`src/rtl/ps2_rx_frame_pkg.sv`:
```
// ps2_pkg: shared types and constants for the PS/2 receive front end.
package ps2_pkg;

    // Frame deserializer states
    typedef enum logic [1:0] {
        ST_IDLE   = 2'd0,
        ST_DATA   = 2'd1,
        ST_PARITY = 2'd2,
        ST_STOP   = 2'd3
    } ps2_state_t;

    localparam logic [7:0] PS2_EXT_PREFIX   = 8'hE0;
    localparam logic [7:0] PS2_BREAK_PREFIX = 8'hF0;
    localparam int         PS2_DATA_BITS    = 8;

endpackage

```
`src/rtl/ps2_edge_filter.sv`:
```
// ps2_edge_filter: two-flop synchronizers on both PS/2 lines, a FILTER_LEN
// deglitcher on the clock line and a registered falling-edge strobe.
module ps2_edge_filter #(
    parameter int FILTER_LEN = 4
) (
    input  logic clock,
    input  logic reset,
    input  logic ps2_clk,
    input  logic ps2_dat,
    output logic clk_fall,
    output logic dat_sync
);
    import ps2_pkg::*;

    localparam int CW = $clog2(FILTER_LEN + 1);

    logic          clk_s1, clk_s2;
    logic          dat_s1, dat_s2;
    logic          clk_filt;
    logic [CW-1:0] run_cnt;

    // Synchronize both lines; idle-high lines reset to 1 so no edge fires after reset
    always_ff @(posedge clock or negedge reset) begin
        if (!reset) begin
            clk_s1 <= 1'b1;
            clk_s2 <= 1'b1;
            dat_s1 <= 1'b1;
            dat_s2 <= 1'b1;
        end else begin
            clk_s1 <= ps2_clk;
            clk_s2 <= clk_s1;
            dat_s1 <= ps2_dat;
            dat_s2 <= dat_s1;
        end
    end

    // Flip the filtered clock only after FILTER_LEN samples disagree with it in a row
    always_ff @(posedge clock or negedge reset) begin
        if (!reset) begin
            clk_filt <= 1'b1;
            run_cnt  <= '0;
            clk_fall <= 1'b0;
        end else begin
            clk_fall <= 1'b0;
            if (clk_s2 == clk_filt) begin
                run_cnt <= '0;
            end else if (run_cnt == CW'(FILTER_LEN - 1)) begin
                clk_filt <= clk_s2;
                run_cnt  <= '0;
                // old level high means this flip is a 1->0 transition
                clk_fall <= clk_filt;
            end else begin
                run_cnt <= run_cnt + 1'b1;
            end
        end
    end

    assign dat_sync = dat_s2;

endmodule

```
`src/rtl/ps2_rx_frame.sv`:
```
// ps2_rx_frame: PS/2 device-to-host frame receiver. Emits one byte per good
// frame, with parity / framing / timeout error pulses.
// Optional feature macro: PS2_RX_BREAK_DECODE_EN adds E0/F0 prefix decoding
// and the key_code / key_ext / key_release / key_valid outputs.
module ps2_rx_frame
    import ps2_pkg::*;
#(
    parameter int FILTER_LEN     = 4,
    parameter int TIMEOUT_CYCLES = 100000
) (
    input  logic       clock,
    input  logic       reset,
    input  logic       PS2_CLK,
    input  logic       PS2_DAT,
    output logic [7:0] scan_code,
    output logic       scan_valid,
    output logic       parity_err,
`ifdef PS2_RX_BREAK_DECODE_EN
    output logic       frame_err,
    output logic [7:0] key_code,
    output logic       key_ext,
    output logic       key_release,
    output logic       key_valid
`else
    output logic       frame_err
`endif
);

    localparam int TW = $clog2(TIMEOUT_CYCLES + 1);

    logic                     clk_fall;
    logic                     dat_sync;
    ps2_state_t               state;
    logic [2:0]               bit_cnt;
    logic [PS2_DATA_BITS-1:0] shreg;
    logic                     par_bit;
    logic [TW-1:0]            tcnt;
    logic                     timeout;

    ps2_edge_filter #(.FILTER_LEN(FILTER_LEN)) u_filt (
        .clock    (clock),
        .reset    (reset),
        .ps2_clk  (PS2_CLK),
        .ps2_dat  (PS2_DAT),
        .clk_fall (clk_fall),
        .dat_sync (dat_sync)
    );

    assign timeout = (state != ST_IDLE) && !clk_fall && (tcnt == TW'(TIMEOUT_CYCLES));

    // Inter-edge watchdog: cleared by every edge, frozen at zero while idle
    always_ff @(posedge clock or negedge reset) begin
        if (!reset) begin
            tcnt <= '0;
        end else if (clk_fall || state == ST_IDLE || timeout) begin
            tcnt <= '0;
        end else begin
            tcnt <= tcnt + 1'b1;
        end
    end

    // Frame FSM; all result pulses are registered and mutually exclusive
    always_ff @(posedge clock or negedge reset) begin
        if (!reset) begin
            state      <= ST_IDLE;
            bit_cnt    <= '0;
            shreg      <= '0;
            par_bit    <= 1'b0;
            scan_code  <= 8'h00;
            scan_valid <= 1'b0;
            parity_err <= 1'b0;
            frame_err  <= 1'b0;
        end else begin
            scan_valid <= 1'b0;
            parity_err <= 1'b0;
            frame_err  <= 1'b0;
            if (clk_fall) begin
                case (state)
                    ST_IDLE: begin
                        // a high "start" bit is a line glitch, silently ignored
                        if (!dat_sync) begin
                            state   <= ST_DATA;
                            bit_cnt <= '0;
                        end
                    end
                    ST_DATA: begin
                        shreg   <= {dat_sync, shreg[PS2_DATA_BITS-1:1]};
                        bit_cnt <= bit_cnt + 1'b1;
                        if (bit_cnt == 3'(PS2_DATA_BITS - 1))
                            state <= ST_PARITY;
                    end
                    ST_PARITY: begin
                        par_bit <= dat_sync;
                        state   <= ST_STOP;
                    end
                    default: begin
                        // framing error takes precedence over parity
                        if (!dat_sync) begin
                            frame_err <= 1'b1;
                        end else if (!(^{shreg, par_bit})) begin
                            parity_err <= 1'b1;
                        end else begin
                            scan_code  <= shreg;
                            scan_valid <= 1'b1;
                        end
                        state <= ST_IDLE;
                    end
                endcase
            end else if (timeout) begin
                frame_err <= 1'b1;
                state     <= ST_IDLE;
            end
        end
    end

`ifdef PS2_RX_BREAK_DECODE_EN
    logic ext_flag, rel_flag;

    // Fold E0/F0 prefixes into sticky flags attached to the next plain byte
    always_ff @(posedge clock or negedge reset) begin
        if (!reset) begin
            ext_flag    <= 1'b0;
            rel_flag    <= 1'b0;
            key_code    <= 8'h00;
            key_ext     <= 1'b0;
            key_release <= 1'b0;
            key_valid   <= 1'b0;
        end else begin
            key_valid <= 1'b0;
            if (parity_err || frame_err) begin
                ext_flag <= 1'b0;
                rel_flag <= 1'b0;
            end else if (scan_valid) begin
                if (scan_code == PS2_EXT_PREFIX) begin
                    ext_flag <= 1'b1;
                end else if (scan_code == PS2_BREAK_PREFIX) begin
                    rel_flag <= 1'b1;
                end else begin
                    key_code    <= scan_code;
                    key_ext     <= ext_flag;
                    key_release <= rel_flag;
                    key_valid   <= 1'b1;
                    ext_flag    <= 1'b0;
                    rel_flag    <= 1'b0;
                end
            end
        end
    end
`endif

endmodule

```
`config.mk`:
```
export PLATFORM = sky130hd
export DESIGN_NAME = ps2_rx_frame
export DESIGN_NICKNAME = d
export VERILOG_FILES = /design/src/rtl/ps2_rx_frame_pkg.sv /design/src/rtl/ps2_edge_filter.sv /design/src/rtl/ps2_rx_frame.sv
export SDC_FILE = /design/constraint.sdc
export NUM_CORES = 1
export LEC_CHECK = 0
export ABC_CLOCK_PERIOD_IN_PS = 3810
export BUFFER_PORTS_ARGS = -buffer_cell sky130_fd_sc_hd__buf_2
export CAP_MARGIN = 20
export CORE_ASPECT_RATIO = 0.6
export CORE_MARGIN = 2
export CORE_UTILIZATION = 36
export CTS_CLUSTER_DIAMETER = 30
export DETAILED_ROUTE_END_ITERATION = 10
export GPL_TIMING_DRIVEN = 1
export PLACE_DENSITY = 0.52
export SETUP_SLACK_MARGIN = 0.5
export SYNTH_ARGS = -nofsm -noshare
export SYNTH_HDL_FRONTEND = slang
export SYNTH_SLANG_ARGS = --single-unit
```
`constraint.sdc`:
```
create_clock -name clock -period 3.81 [get_ports clock]
set_input_delay 0.762 -clock clock [delete_from_list [all_inputs] [get_ports clock]]
set_output_delay 0.762 -clock clock [all_outputs]
set_load 0.05 [all_outputs]
```
-- Word level (Yosys, flattened, before mapping)
Index checks and enable logic that the tools add are counted.
- bits in registers: 51
- input port bits: 4
- output and inout port bits: 11
- logic and storage cells: 71
- add/subtract/negate cells: 3
- eq/ne operators: 9
- mux-type cells: 24
- bitwise logic cells: 2
- reduce and logical (&&, ||, !) cells: 17
- operators with widths (kind ; number):
    17-bit by 1-bit adder with 17-bit output (second input constant) ; 1
    17-bit equality test (second input constant) ; 1
    17-bit 2-to-1 mux ; 1
    1-bit 2-to-1 mux ; 14
    3-bit 2-to-1 mux ; 3
    9-bit parity ; 1
    2-bit 2-to-1 mux ; 4
    3-bit by 1-bit adder with 3-bit output (second input constant) ; 2
    3-bit != test (second input constant) ; 2
    2-bit one-hot mux with 3 select lines ; 1
    3-bit one-hot mux with 2 select lines ; 1
    2-bit AND reduction ; 3
    3-bit AND reduction ; 2
    2-bit nonzero test ; 3
    4-bit AND reduction ; 1
    3-bit by 2-bit equality test with 1-bit output (second input constant) ; 1
    3-bit equality test (second input constant) ; 1
    3-bit OR reduction ; 1
    2-bit by 1-bit equality test with 1-bit output (second input constant) ; 1
    2-bit equality test (second input constant) ; 1
    1-bit logical AND ; 2
    2-bit logical NOT ; 1
    1-bit logical OR ; 2
    2-bit != test (second input constant) ; 1
    3 further kinds ; 4

-- Depth between registers and ports, before layout
Gate-level depths: netlist of the first run.
- word-level depth: 5
- depth in mapped cells: 8
- depth with buffers taken out: 7

-- Cells and area by module
Synthesis of the first run repeated with hierarchy kept, for this count alone.
- cells, all modules: 202
- area total of the unflattened synthesis: 2321.0 sq um
- by module, submodules not included (module ; instances ; cells each ; area each (sq um) ; sequential area each (sq um)):
    ps2_rx_frame ; 1 ; 185 ; 2014.4 ; 1051.0
    ps2_edge_filter ; 1 ; 17 ; 306.5 ; 231.5

-- Worst setup path after synthesis of the first run
No wires, ideal clock.
- path kind: reg-to-reg
- start: register shreg[2]
- end: register scan_code[0]
- setup time: 125 ps
- arrival time: 1725 ps
- data required time: 3685 ps
- setup slack: 1960 ps
- cell stages (with the launch flop): 6
- buffers on the path: 0
- period minus slack after synthesis: 1850 ps
- path through: dfrtp_1 -> xnor2_1 -> xnor2_1 -> xnor2_2 -> mux2i_4 -> mux2_2
- cells in the longest elaborated chain, start to end: 2
- ends and longest elaborated chain (item ; line ; source):
    start: declaration ; ps2_rx_frame.sv:35 ; logic [PS2_DATA_BITS-1:0] shreg;
    start signal: assignment ; ps2_rx_frame.sv:87 ; shreg <= {dat_sync, shreg[PS2_DATA_BITS-1:1]};
    9-bit parity ; ps2_rx_frame.sv:100 ; end else if (!(^{shreg, par_bit})) begin
    4-bit AND reduction (no source line) ; n/a ;
    end signal: assignment ; ps2_rx_frame.sv:103 ; scan_code <= shreg;
    end: declaration ; ps2_rx_frame.sv:15 ; output logic [7:0] scan_code,
No other way between the ends.
A chain may end at the register's enable or synchronous reset.

-- Worst setup path in the final report of the first run
- start: register state[0]
- end: register state[1]
- cells in the longest elaborated chain, start to end: 5
- elaborated cells between the ends (all ways): 12
- classes of those cells: 4 x eq/ne; 2 x mux; 6 x reduce/logical
- ends and longest elaborated chain (item ; line ; source):
    start: declaration ; ps2_rx_frame.sv:33 ; ps2_state_t state;
    start signal: assignment ; ps2_rx_frame.sv:65 ; state <= ST_IDLE;
    start signal: assignment ; ps2_rx_frame.sv:82 ; state <= ST_DATA;
    start signal: assignment ; ps2_rx_frame.sv:90 ; state <= ST_PARITY;
    2-bit nonzero test ; ps2_rx_frame.sv:49 ; assign timeout = (state != ST_IDLE) && !clk_fall && (tcnt == TW'(TIMEOUT_CYCLES));
    1-bit logical AND (2 in series) ; ps2_rx_frame.sv:49 ;
    2-bit nonzero test (no source line) ; n/a ;
    3-bit AND reduction (no source line) ; n/a ;
Parallel ways exist; a longest one is shown, timed or not.

==> impl_metrics.toml, run 1 <==
[status]
status = "completed"

[synthesis]
ys_ff_latch = 51
syn_nets = 208
yosysWarnings = 0
ys.flop_type = "dfrtp_1"
syn_area_sq_um = 2300
synth-edff-count = 0
async_flop_share = 1.00
postSynthCellCount = 195
syn_avg_cell_area_sq_um = 11.8
seq_area_frac_synth = 0.558
netlist-cell-type-count = 31

[power]
power_density_nw_per_um2 = 371
p_clk_frac = 0.346
p_switching_w = 0.000232
combPwrFrac = 0.050
internal-power_w = 0.000721
p_sw_frac = 0.244
seq_power_share = 0.604
worst_ir_drop_vdd_mv = 0.171
leakagePower_nw = 1.14
p_total_w = 0.000953

[drt]
viasPerCell = 4.64
dr.pass1.iters = 4
vias = 1391
drtAntennaViolNets = 0
wl_per_cell_um = 13.3
drc_errors = 0
drt_wl_total_um = 3980
drt_iter0_drc = 102

[setup_path]
path_max_fanout = 7
start_kind = "register"
startpoint = "state[0]"
r2r_start = "state[0]"
r2r_slack_ns = 1.69
reg2regPathDepth = 7
endpoint_kind = "register"
crit_required_ns = 4.01
cp.arrival_ns = 2.32
critical_path_class = "reg2reg"
r2r_end = "state[1]"

[cells_and_area]
n_antenna_cell = 0
final_common_cell = "dfrtp_1"
final_util = 0.419
fin_cells = 300
final_cell_area_sq_um = 2570
nNetsFinal = 228
drive_above_1_share = 0.218
area_growth_pct = 11.8
final_cell_mix = "46 x dfrtp_1, 23 x nor2_1, 17 x xnor2_1, 17 x mux2_2, 14 x buf_2"

[timing]
hold_violations = 0
fmaxAchievable_mhz = 472
fin_crit_ns = 2.12
period_share = 0.556
grt_setup_unrepaired = "no"
drv_slew = 0
tightestPinTransition_ns = 0.699
maxSlewHeadroom = 0.534
finalSetupTns_ns = 0
setup_viol = 0
finalClockSkew_ns = 0.00513

[hold_path]
worstHoldStart = "u_filt.clk_s1"
hold_path_end = "u_filt.clk_s2"
whs_path_depth = 0
hold_class = "reg2reg"

[cts]
insertion_delay_ns = 0.31
cts.clk_slew.worst_paths_ns = 0.10
cts_buffer_depth = 2
clock-root-buffer = "clkbuf_8"
htree_levels = 2
cts_tree = "done"
numCtsBuffers = 5
cts_resized = 0
cts.sinks = 51
cts_setup_buffers = 0
hold_buffers = 0

[global_route]
grt_usage = 0.131
grt_overflow = 0
grt_antenna_before_repair = 0
grt_start_max_net_pins = 32
grt_pass1_vias = 1286
grt_pass1_wl_um = 6900

[die]
dieArea_sq_um = 7060
io-pin-count = 15
core_area_sq_um = 6140
rows = 22
die_h_um = 65.9
die_w_um = 107
start_util = 0.375

[placed_design]
port_buffers = 14
place_area_sq_um = 2470
place_inst = 292
place_congestion = 0.787
dp_hpwl_um = 2820

[job]
cap_violations = 0
critical path: stages, from the launching register on:
cell and delay [ns]:
dfrtp_1 0.41, inv_1 0.08, ha_1 0.28, a21boi_0 0.46
o21ai_0 0.33, mux2_2 0.34, nand2_1 0.06, nand2_1 0.05
worst max-delay path by stage:
stage                     slack (ns)            to
final                           1.69      state[1]
after global routing            1.52      state[1]
after floorplan                 1.96  scan_code[0]
after detailed placement        1.71  scan_code[2]
after CTS                       1.70  scan_code[2]
after global placement          1.74  scan_code[2]
routing by layer:
metal	share of wire	routed length, um	up-vias	GRT usage
met5	0	0	-	0
met3	0.041	165	2	0.0394
met4	0.011	42	0	0.0536
met2	0.34	1360	24	0.142
met1	0.61	2420	656	0.221
li1	-	-	709	-
registers in the layout, summed over array words and instances, names as in the netlist, 2 cells and up:
signal,cells
bit_cnt,3
scan_code,8
shreg,8
state,2
tcnt,17
u_filt.run_cnt,3
cell usage after synthesis (2+ instances only):
| cell | count | share of area |
|---|---|---|
| a32o_1 | 2 | 0.0087 |
| dfrtp_1 | 46 | 0.50 |
| and3_1 | 3 | 0.0082 |
| xor2_1 | 6 | 0.023 |
| inv_1 | 10 | 0.016 |
| nor2_1 | 23 | 0.038 |
| clkbuf_1 | 2 | 0.0033 |
| mux2_2 | 17 | 0.083 |
| nand3_1 | 6 | 0.013 |
| and4_1 | 2 | 0.0076 |
| xnor2_1 | 17 | 0.065 |
| nand4_1 | 6 | 0.016 |
| nand2_1 | 13 | 0.021 |
| dfstp_2 | 5 | 0.057 |
| nor3b_1 | 3 | 0.0098 |
| o211ai_1 | 2 | 0.0065 |
| ha_1 | 9 | 0.049 |
| o21ai_0 | 7 | 0.015 |
| nor3_1 | 4 | 0.0087 |
layout make-up:
class / instances / area, sq um
fillers: 598 / 3570
well taps: 84 / 105
clock inverters: 3 / 27.5
clock buffers: 5 / 68.8
flip-flops and latches: 51 / 1280
inverters: 10 / 37.5
multi-input cells: 132 / 972
repair buffers: 15 / 77.6
power groups by stage:
stage | registers (W) | clock network [W] | logic, W
after CTS | 0.000575 | 0.000342 | 0.0000496
after detailed placement | 0.000586 | 0 | 0.0000492
after global routing | 0.000578 | 0.000370 | 0.0000566
after global placement | 0.000586 | 0 | 0.0000497
final | 0.000575 | 0.000330 | 0.0000476
after floorplan | 0.000582 | 0 | 0.0000320
cells by family after synthesis:
group                    after synthesis  share of synthesized area
adder cells (fa/ha/maj)                9                     0.0490
AO/OA/AOI/OAI                         15                     0.0452
flip-flops                            51                      0.558
XOR/XNOR                              24                     0.0947
buffers and inverters                 12                     0.0196
AND/OR/NAND/NOR                       66                      0.141
multiplexers                          18                     0.0930
through the flow:
step                hold WS, ns  setup WS, ns
floorplan                 0.345          1.96
global placement          0.348          1.74
detailed placement        0.347          1.71
CTS                       0.363          1.70
global route              0.366          1.52
finish                    0.362          1.69
No activity file was read; power rests on OpenSTA's default activity.
==> run 2: changes to the inputs <==
- ABC_CLOCK_PERIOD_IN_PS: 3810 -> 2200
- clock period: 3.81 -> 2.2 ns (I/O delays scaled with it)
==> impl_metrics.toml, run 2 (synthesis gave the netlist of run 1 again) <==
[timing]
tightestPinTransition_ns = 0.601
drv_slew = 0
fin_crit_ns = 1.87
period_share = 0.852
setup_slack_ns = 0.326
grt_setup_unrepaired = "yes"
setup_viol = 0
fmaxAchievable_mhz = 534
holdWs_ns = 0.106
finalSetupTns_ns = 0
hold_violations = 0
maxSlewHeadroom = 0.599
finalClockSkew_ns = 0.0133

[drt]
wl_per_cell_um = 13.6
drc_errors = 0
vias = 1470
drt_wl_total_um = 4280
viasPerCell = 4.68
drt_iter0_drc = 81
dr.pass1.iters = 4
drtAntennaViolNets = 0

[placed_design]
place_congestion = 0.720
port_buffers = 14
place_inst = 294
dp_worst_setup_slack_ns = 0.178
dp_hpwl_um = 2820

[setup_path]
cp-endpoint = "scan_code[3]"
cp_top_family = "multiplexers"
crit_cells = 6
crit_required_ns = 2.43
start_kind = "register"
r2r_end = "scan_code[3]"
crit_path_top_delay_cell = "dfrtp_1"
timing.critical_path.cells = "xnor2_2, xnor2_2, xnor2_2, mux2i_4, buf_6, mux2_4"
critical_path_class = "reg2reg"
r2r_start = "shreg[5]"
cpMostUsedCell = "xnor2_2"
r2r_slack_ns = 0.33
cp.arrival_ns = 2.10
startpoint = "shreg[5]"
path_max_fanout = 4
endpoint_kind = "register"
reg2regPathDepth = 6
path_buf_inv = 1
max_stage_delay_ns = 0.44

[die]
rows = 22
io-pin-count = 15
core_area_sq_um = 6140
die_w_um = 107
dieArea_sq_um = 7060
start_util = 0.375
die_h_um = 65.9

[cts]
insertion_delay_ns = 0.33
cts.clk_slew.worst_paths_ns = 0.11
numCtsBuffers = 5
cts.sinks = 51
cts_tree = "done"
hold_buffers = 0
htree_levels = 2
clock-root-buffer = "clkbuf_8"
cts_buffer_depth = 2

[cells_and_area]
nNetsFinal = 242
drive_above_1_share = 0.343
fill_cells = 569
final_common_cell = "dfrtp_1"
seqCellArea_sq_um = 1280
final_cell_mix = "44 x dfrtp_1, 23 x nor2_1, 14 x buf_2"
reg_top3 = "tcnt (17), scan_code (8), shreg (8)"
largest_reg_flops = 17
regMostFlops = "tcnt"
area_growth_pct = 22.7
multi_input_area_sq_um = 1100
fin_cells = 314
final_util = 0.460
n_antenna_cell = 0

[global_route]
grt_antenna_before_repair = 0
grt_start_max_net_pins = 27
grt_usage = 0.137
grt_overflow = 0
grt_pass1_vias = 1411
grt_pass1_wl_um = 7210

[hold_path]
hold_class = "in2async"

[status]
status = "completed"

[power]
leakagePower_nw = 1.23
power_density_nw_per_um2 = 598
worst_ir_drop_vdd_mv = 0.289

[job]
cap_violations = 0
[run 2: cell types whose count changed in the layout (fill, tap and decap cells not counted), sizes merged]
cell,before,now
buf,15,29
[run 2: through the flow]
| step | total power (W) | instance area (sq um) |
|---|---|---|
| 2_1_floorplan | 0.00106 | 2300 |
| 3_3_place_gp | 0.00110 | 2500 |
| 3_5_place_dp | 0.00111 | 2500 |
| 4_1_cts | 0.00172 | 2740 |
| 5_1_grt | 0.00176 | 2820 |
| 6_report | 0.00169 | 2820 |
[run 2: metal layers]
metal / up-vias / wire (um) / global-route usage
li1: 742 / - / -
met5: - / 0 / 0
met2: 21 / 1470 / 0.156
met3: 7 / 172 / 0.0443
met1: 700 / 2560 / 0.223
met4: 0 / 76 / 0.0584
[run 2: power by group]
group / switching (W) / total [W] / leakage (nW) / internal (W)
Clock: 0.000364 / 0.000600 / 0.0467 / 0.000236
Combinational: 0.0000497 / 0.0000907 / 0.498 / 0.0000410
Sequential: 0.0000212 / 0.000997 / 0.690 / 0.000976
Total: 0.000434 / 0.00169 / 1.23 / 0.00125
[run 2: area by class of cell]
| cell class | count | share of cell area |
|---|---|---|
| tap | 84 | 0.0372 |
| inverter | 10 | 0.0133 |
| sequential | 51 | 0.455 |
| clock buffer | 5 | 0.0244 |
| timing repair buffer | 29 | 0.0718 |
| multi-input combinational | 132 | 0.388 |
| clock inverter | 3 | 0.00975 |
[run 2: how the worst min path moves through the flow]
stage | start | to | slack (ns) | cells past startpoint
after floorplan | reset | bit_cnt[0] | 0.14 | 0
after global placement | u_filt.clk_s1 | u_filt.clk_s2 | 0.35 | 0
after detailed placement | u_filt.clk_s1 | u_filt.clk_s2 | 0.35 | 0
after CTS | reset | scan_code[1] | 0.11 | 1
after global routing | reset | scan_code[1] | 0.14 | 1
final | reset | shreg[0] | 0.11 | 1
[run 2: what timing repair did]
action                                  in CTS  in global routing
gates resized for setup                     15                 18
pin swaps                                    5                  5
buffers inserted                            10                  2
endpoints found under the setup margin       9                 12
